[src/rtl/prog_loader.sv]
// UART boot loader: receives a length-prefixed image over 8N1 serial, writes it to RAM from
// address 0 and holds the CPU in reset until complete. Define PROG_LOADER_CHECKSUM_EN for a trailing checksum byte.
module prog_loader #(
    parameter int CLKS_PER_BIT = 16
) (
    input  logic       clk,
    input  logic       reset,
    input  logic       rx,
    input  logic       load_req,
    output logic [7:0] mem_addr,
    output logic [7:0] mem_data,
    output logic       mem_we,
    output logic       cpu_reset,
    output logic       done,
    output logic       error
);
    localparam logic [7:0] HALF_LAST = 8'(CLKS_PER_BIT / 2 - 1);
    localparam logic [7:0] BIT_LAST  = 8'(CLKS_PER_BIT - 1);

    localparam logic [1:0] RX_IDLE  = 2'd0;
    localparam logic [1:0] RX_START = 2'd1;
    localparam logic [1:0] RX_BITS  = 2'd2;
    localparam logic [1:0] RX_STOP  = 2'd3;

    localparam logic [2:0] ST_LEN   = 3'd0;
    localparam logic [2:0] ST_DATA  = 3'd1;
`ifdef PROG_LOADER_CHECKSUM_EN
    localparam logic [2:0] ST_CHECK = 3'd2;
`endif
    localparam logic [2:0] ST_RUN   = 3'd3;
    localparam logic [2:0] ST_ERR   = 3'd4;

    logic       rx_meta_q, rx_sync_q, rx_prev_q;
    logic [1:0] rx_state_q, rx_state_d;
    logic [7:0] cnt_q, cnt_d;
    logic [2:0] bit_idx_q, bit_idx_d;
    logic [7:0] shift_q, shift_d;
    logic       byte_valid, frame_err;

    logic [2:0] state_q, state_d;
    logic [7:0] addr_q, addr_d;
    logic [8:0] rem_q, rem_d;
    logic [7:0] mem_addr_q, mem_addr_d;
    logic [7:0] mem_data_q, mem_data_d;
    logic       mem_we_q, mem_we_d;
    logic       cpu_reset_q, cpu_reset_d;
    logic       done_q, done_d;
    logic       error_q, error_d;
`ifdef PROG_LOADER_CHECKSUM_EN
    logic [7:0] sum_q, sum_d;
    logic [7:0] check_total;
    assign check_total = sum_q + shift_q;
`endif

    // Receiver: every sample point is taken from the synchronized line.
    always_comb begin
        rx_state_d = rx_state_q;
        cnt_d      = cnt_q;
        bit_idx_d  = bit_idx_q;
        shift_d    = shift_q;
        byte_valid = 1'b0;
        frame_err  = 1'b0;
        case (rx_state_q)
            RX_IDLE: begin
                if (rx_prev_q && !rx_sync_q) begin
                    rx_state_d = RX_START;
                    cnt_d      = 8'd0;
                end
            end
            RX_START: begin
                if (cnt_q == HALF_LAST) begin
                    cnt_d      = 8'd0;
                    bit_idx_d  = 3'd0;
                    rx_state_d = rx_sync_q ? RX_IDLE : RX_BITS;
                end else begin
                    cnt_d = cnt_q + 8'd1;
                end
            end
            RX_BITS: begin
                if (cnt_q == BIT_LAST) begin
                    cnt_d     = 8'd0;
                    shift_d   = {rx_sync_q, shift_q[7:1]};
                    bit_idx_d = bit_idx_q + 3'd1;
                    if (bit_idx_q == 3'd7) rx_state_d = RX_STOP;
                end else begin
                    cnt_d = cnt_q + 8'd1;
                end
            end
            default: begin
                if (cnt_q == BIT_LAST) begin
                    byte_valid = rx_sync_q;
                    frame_err  = !rx_sync_q;
                    rx_state_d = RX_IDLE;
                end else begin
                    cnt_d = cnt_q + 8'd1;
                end
            end
        endcase
        if (load_req) begin
            rx_state_d = RX_IDLE;
            cnt_d      = 8'd0;
        end
    end

    // Loader: load_req has priority over any byte arriving in the same cycle.
    always_comb begin
        state_d     = state_q;
        addr_d      = addr_q;
        rem_d       = rem_q;
        mem_addr_d  = mem_addr_q;
        mem_data_d  = mem_data_q;
        mem_we_d    = 1'b0;
        cpu_reset_d = cpu_reset_q;
        done_d      = done_q;
        error_d     = error_q;
`ifdef PROG_LOADER_CHECKSUM_EN
        sum_d       = sum_q;
`endif
        if (load_req) begin
            state_d     = ST_LEN;
            cpu_reset_d = 1'b1;
            done_d      = 1'b0;
            error_d     = 1'b0;
        end else if (frame_err && (state_q != ST_RUN) && (state_q != ST_ERR)) begin
            state_d     = ST_ERR;
            error_d     = 1'b1;
            cpu_reset_d = 1'b1;
        end else if (byte_valid) begin
            case (state_q)
                ST_LEN: begin
                    rem_d   = (shift_q == 8'd0) ? 9'd256 : {1'b0, shift_q};
                    addr_d  = 8'd0;
`ifdef PROG_LOADER_CHECKSUM_EN
                    sum_d   = 8'd0;
`endif
                    state_d = ST_DATA;
                end
                ST_DATA: begin
                    mem_we_d   = 1'b1;
                    mem_addr_d = addr_q;
                    mem_data_d = shift_q;
                    addr_d     = addr_q + 8'd1;
                    rem_d      = rem_q - 9'd1;
`ifdef PROG_LOADER_CHECKSUM_EN
                    sum_d      = sum_q + shift_q;
                    if (rem_q == 9'd1) state_d = ST_CHECK;
`else
                    if (rem_q == 9'd1) begin
                        state_d     = ST_RUN;
                        cpu_reset_d = 1'b0;
                        done_d      = 1'b1;
                    end
`endif
                end
`ifdef PROG_LOADER_CHECKSUM_EN
                ST_CHECK: begin
                    if (check_total == 8'd0) begin
                        state_d     = ST_RUN;
                        cpu_reset_d = 1'b0;
                        done_d      = 1'b1;
                    end else begin
                        state_d = ST_ERR;
                        error_d = 1'b1;
                    end
                end
`endif
                default: ;
            endcase
        end
    end

    always_ff @(posedge clk or negedge reset) begin
        if (!reset) begin
            rx_meta_q   <= 1'b1;
            rx_sync_q   <= 1'b1;
            rx_prev_q   <= 1'b1;
            rx_state_q  <= RX_IDLE;
            cnt_q       <= 8'd0;
            bit_idx_q   <= 3'd0;
            shift_q     <= 8'd0;
            state_q     <= ST_LEN;
            addr_q      <= 8'd0;
            rem_q       <= 9'd0;
            mem_addr_q  <= 8'd0;
            mem_data_q  <= 8'd0;
            mem_we_q    <= 1'b0;
            cpu_reset_q <= 1'b1;
            done_q      <= 1'b0;
            error_q     <= 1'b0;
`ifdef PROG_LOADER_CHECKSUM_EN
            sum_q       <= 8'd0;
`endif
        end else begin
            rx_meta_q   <= rx;
            rx_sync_q   <= rx_meta_q;
            rx_prev_q   <= rx_sync_q;
            rx_state_q  <= rx_state_d;
            cnt_q       <= cnt_d;
            bit_idx_q   <= bit_idx_d;
            shift_q     <= shift_d;
            state_q     <= state_d;
            addr_q      <= addr_d;
            rem_q       <= rem_d;
            mem_addr_q  <= mem_addr_d;
            mem_data_q  <= mem_data_d;
            mem_we_q    <= mem_we_d;
            cpu_reset_q <= cpu_reset_d;
            done_q      <= done_d;
            error_q     <= error_d;
`ifdef PROG_LOADER_CHECKSUM_EN
            sum_q       <= sum_d;
`endif
        end
    end

    assign mem_addr  = mem_addr_q;
    assign mem_data  = mem_data_q;
    assign mem_we    = mem_we_q;
    assign cpu_reset = cpu_reset_q;
    assign done      = done_q;
    assign error     = error_q;
endmodule

[config.mk]
export PLATFORM = sky130hd
export DESIGN_NAME = prog_loader
export DESIGN_NICKNAME = d
export VERILOG_FILES = /design/src/rtl/prog_loader.sv
export SDC_FILE = /design/constraint.sdc
export NUM_CORES = 1
export LEC_CHECK = 0
export ABC_AREA = 1
export BUFFER_PORTS_ARGS = -buffer_cell sky130_fd_sc_hd__buf_2
export CAP_MARGIN = 20
export CORE_ASPECT_RATIO = 1.25
export CORE_UTILIZATION = 54
export CTS_BUF_LIST = sky130_fd_sc_hd__clkbuf_4 sky130_fd_sc_hd__clkbuf_8 sky130_fd_sc_hd__clkbuf_16
export DETAILED_ROUTE_END_ITERATION = 8
export GPL_TIMING_DRIVEN = 0
export PLACE_DENSITY = 0.83
export SLEW_MARGIN = 20
export SYNTH_ARGS = -nofsm -noshare
export SYNTH_HDL_FRONTEND = slang
export SYNTH_SLANG_ARGS = --single-unit
[constraint.sdc]
create_clock -name clk -period 1.55 [get_ports clk]
set_input_delay 0.31 -clock clk [delete_from_list [all_inputs] [get_ports clk]]
set_output_delay 0.31 -clock clk [all_outputs]
set_load 0.05 [all_outputs]
==> results.json <==
{
  "clock_skew_ns": 0.00791,
  "first_pass_iters": 7,
  "yosysSeqAreaShare": 0.504,
  "syn_avg_cell_area_um2": 7.92,
  "grt_max_degree": 65,
  "grtUsageMet3": 0.0552,
  "fillers": 391,
  "pwr_density_cell_mw_per_mm2": 946,
  "dp_hpwl_um": 4780,
  "setup_tns_ns": -1.31,
  "clock-root-buffer": "clkbuf_8",
  "place_congestion": 0.853,
  "grt_pass1_wl_um": 12500,
  "hold_violations": 0,
  "drive_gt1_frac": 0.255,
  "final_common_cell": "nand2_1",
  "critical_path.max_fanout": 8,
  "slew_violations": 0,
  "area_growth_pct": 24.8,
  "end_kind": "flip-flop",
  "setup_viol": 33,
  "synth_area_mm2": 0.00319,
  "port_buffers": 23,
  "cts_tree": "yes",
  "irDropWorstVdd_mv": 0.634,
  "io_pins": 24,
  "r2r_cells": 8,
  "num_rows": 30,
  "clkTransAtPathRegs_ns": 0.07,
  "synth-compound-area-share": 0.104,
  "clockBufferDepth": 2,
  "max-slew-margin-rel": 0.462,
  "grt_pass1_vias": 2749,
  "power.total_mw": 3.76,
  "grt_usage": 0.263,
  "routed_wl_um": 8160,
  "worst_r2r_endpoint": "addr_q[7]",
  "dieArea_mm2": 0.00621,
  "design_area_mm2": 0.00398,
  "crit_arrival_ns": 1.87,
  "grtUsageMet2": 0.462,
  "failed_checks": "design-rule violations, negative setup slack",
  "overflow": 0,
  "synth_top_family_by_area": "simple AND/OR/NAND/NOR gates",
  "start_kind": "flip-flop",
  "placed_area_mm2": 0.00339,
  "synth_simple_gate_area_frac": 0.288,
  "ant_nets": 0,
  "min_period_ns": 1.66,
  "cts-buffers-inserted": 9,
  "final_cell_mix": "nand2_1, dfrtp_1, inv_1",
  "synth.area.mux_share": 0.00314,
  "r2r_start": "cnt_q[1]",
  "synth_fa_ha_area_frac": 0.0236,
  "nets": 467,
  "clkSinkCount": 64,
  "p_leak_nw": 1.95,
  "maxCapViolations": 0,
  "reg2reg_slack_ns": -0.11,
  "grt_setup_unrepaired": "true",
  "cts_hold_buf": 0,
  "wire_per_inst_um": 15.5,
  "viasPerCell": 5.62,
  "n_antenna_cell": 0,
  "grt_util_met1": 0.311,
  "netlist_instances": 402,
  "hold_class": "in -> async",
  "grt_antenna_before_repair": 0,
  "worst_pin_slew_ns": 0.808,
  "yosys_warnings": 0,
  "start_util": 0.573,
  "worst_slack_ns": -0.109,
  "timing.hold.ws_ns": 0.0355,
  "worst_skew_pair.late_latency_ns": 0.35,
  "h-tree-depth": 3,
  "vias": 2955,
  "yosys.area_share.xor_xnor": 0.00825,
  "finalCritPeriodShare": 1.07,
  "max_freq_mhz": 603,
  "busiest_layer": "met2",
  "ys_ff_latch": 64,
  "drc_errors": 2,
  "die_w_um": 70.7,
  "synthesis.nets": 412,
  "status": "finished with violations",
  "chipHeight_um": 87.9,
  "critPathKind": "reg -> reg",
  "core_region_area_mm2": 0.00556,
  "critPathRequiredTime_ns": 1.76,
  "synth_cell_type_count": 28,
  "drt_iter0_drc": 205
}
==> worst max-delay path, stage by stage, from the launching register on <==
cell     delay (ns)
dfrtp_1        0.39
ha_4           0.17
nand3_4        0.10
buf_4          0.17
nor2_4         0.13
nand4_4        0.19
buf_6          0.20
nand2_1        0.06
o21ai_0        0.11
==> flip-flops by register name (all words and copies together), names as in the netlist, 2 cells and up <==
name and flops:
shift_q 8, addr_q 8, cnt_q 8, mem_data 8, rx_state_q 2, bit_idx_q 3, mem_addr 8, rem_q 9
state_q 3
==> where the power goes <==
group / switching (mW) / leakage [nW] / total (mW) / internal, mW
logic: 0.299 / 0.992 / 0.477 / 0.178
registers: 0.0677 / 0.861 / 1.79 / 1.72
clock network: 0.670 / 0.101 / 1.49 / 0.824
total: 1.04 / 1.95 / 3.76 / 2.73
==> how the worst max path moves through the flow <==
stage              from           to
3_3_place_gp   cnt_q[4]  mem_data[0]
6_report       cnt_q[1]    addr_q[7]
5_1_grt        cnt_q[0]    addr_q[7]
3_5_place_dp   cnt_q[0]   shift_q[2]
4_1_cts        cnt_q[1]  mem_addr[5]
2_1_floorplan  cnt_q[0]  mem_addr[3]
==> layout make-up <==
cell class / instances / area, um2 / area share
Sequential cell: 64 / 1610 / 0.404
Multi-Input combinational cell: 285 / 1510 / 0.380
Timing Repair Buffer: 43 / 307 / 0.0771
Inverter: 44 / 173 / 0.0434
Clock buffer: 11 / 151 / 0.0381
Buffer: 9 / 85.1 / 0.0214
Tap cell: 64 / 80.1 / 0.0201
Clock inverter: 5 / 55.1 / 0.0138
Timing Repair inverter: 1 / 5.00 / 0.00126
==> cell usage after synthesis, drive strengths merged <==
library cell / number / area [um2]
clkbuf: 2 / 7.51
buf: 7 / 47.5
nor3: 4 / 25.0
dfstp: 4 / 105
o2111ai: 2 / 17.5
nor2: 37 / 146
nand3: 32 / 170
nand2: 133 / 499
nand4: 8 / 56.3
nor4: 1 / 6.26
a21oi: 6 / 30.0
o21ai: 46 / 253
nand3b: 1 / 7.51
dfrtp: 60 / 1500
inv: 44 / 165
or2: 1 / 6.26
xor2: 3 / 26.3
o21bai: 4 / 30.0
ha: 6 / 75.1
mux2i: 1 / 10.0
==> logic make-up (layout without fill, tap and decap cells) <==
family,count (synthesis),in the layout
muxes,1,1
AOI/OAI and AO/OA,58,58
xor gates and xnor gates,3,3
buffers and inverters,53,113
DFF,64,64
adders and majority gates,6,6
and+or+nand+nor,217,217
==> per-layer routing <==
metal  vias to the layer above  wire length (um)  part of all wire
li1                       1410                 -                 -
met1                      1403              3120              0.38
met2                       108              4290              0.53
met3                        34               439             0.054
met4                         0               314             0.038
met5                         -                 0                 0
==> what timing repair did <==
action | CTS | global route
buffers inserted | 6 | 12
setup endpoints to repair | 55 | 59
gates resized for setup | 29 | 40
pin swaps | 3 | 8
cloned | 1 | 2
==> metrics by stage <==
| stage | setup slack [ns] | cells | util |
|---|---|---|---|
| floorplan | 0.00231 | 402 | - |
| global placement | -0.198 | 489 | 0.610 |
| detailed placement | -0.212 | 489 | 0.611 |
| CTS | -0.119 | 512 | 0.678 |
| global route | -0.189 | 526 | 0.716 |
| finish | -0.109 | 526 | 0.716 |
(Power assumes the default switching activity.)
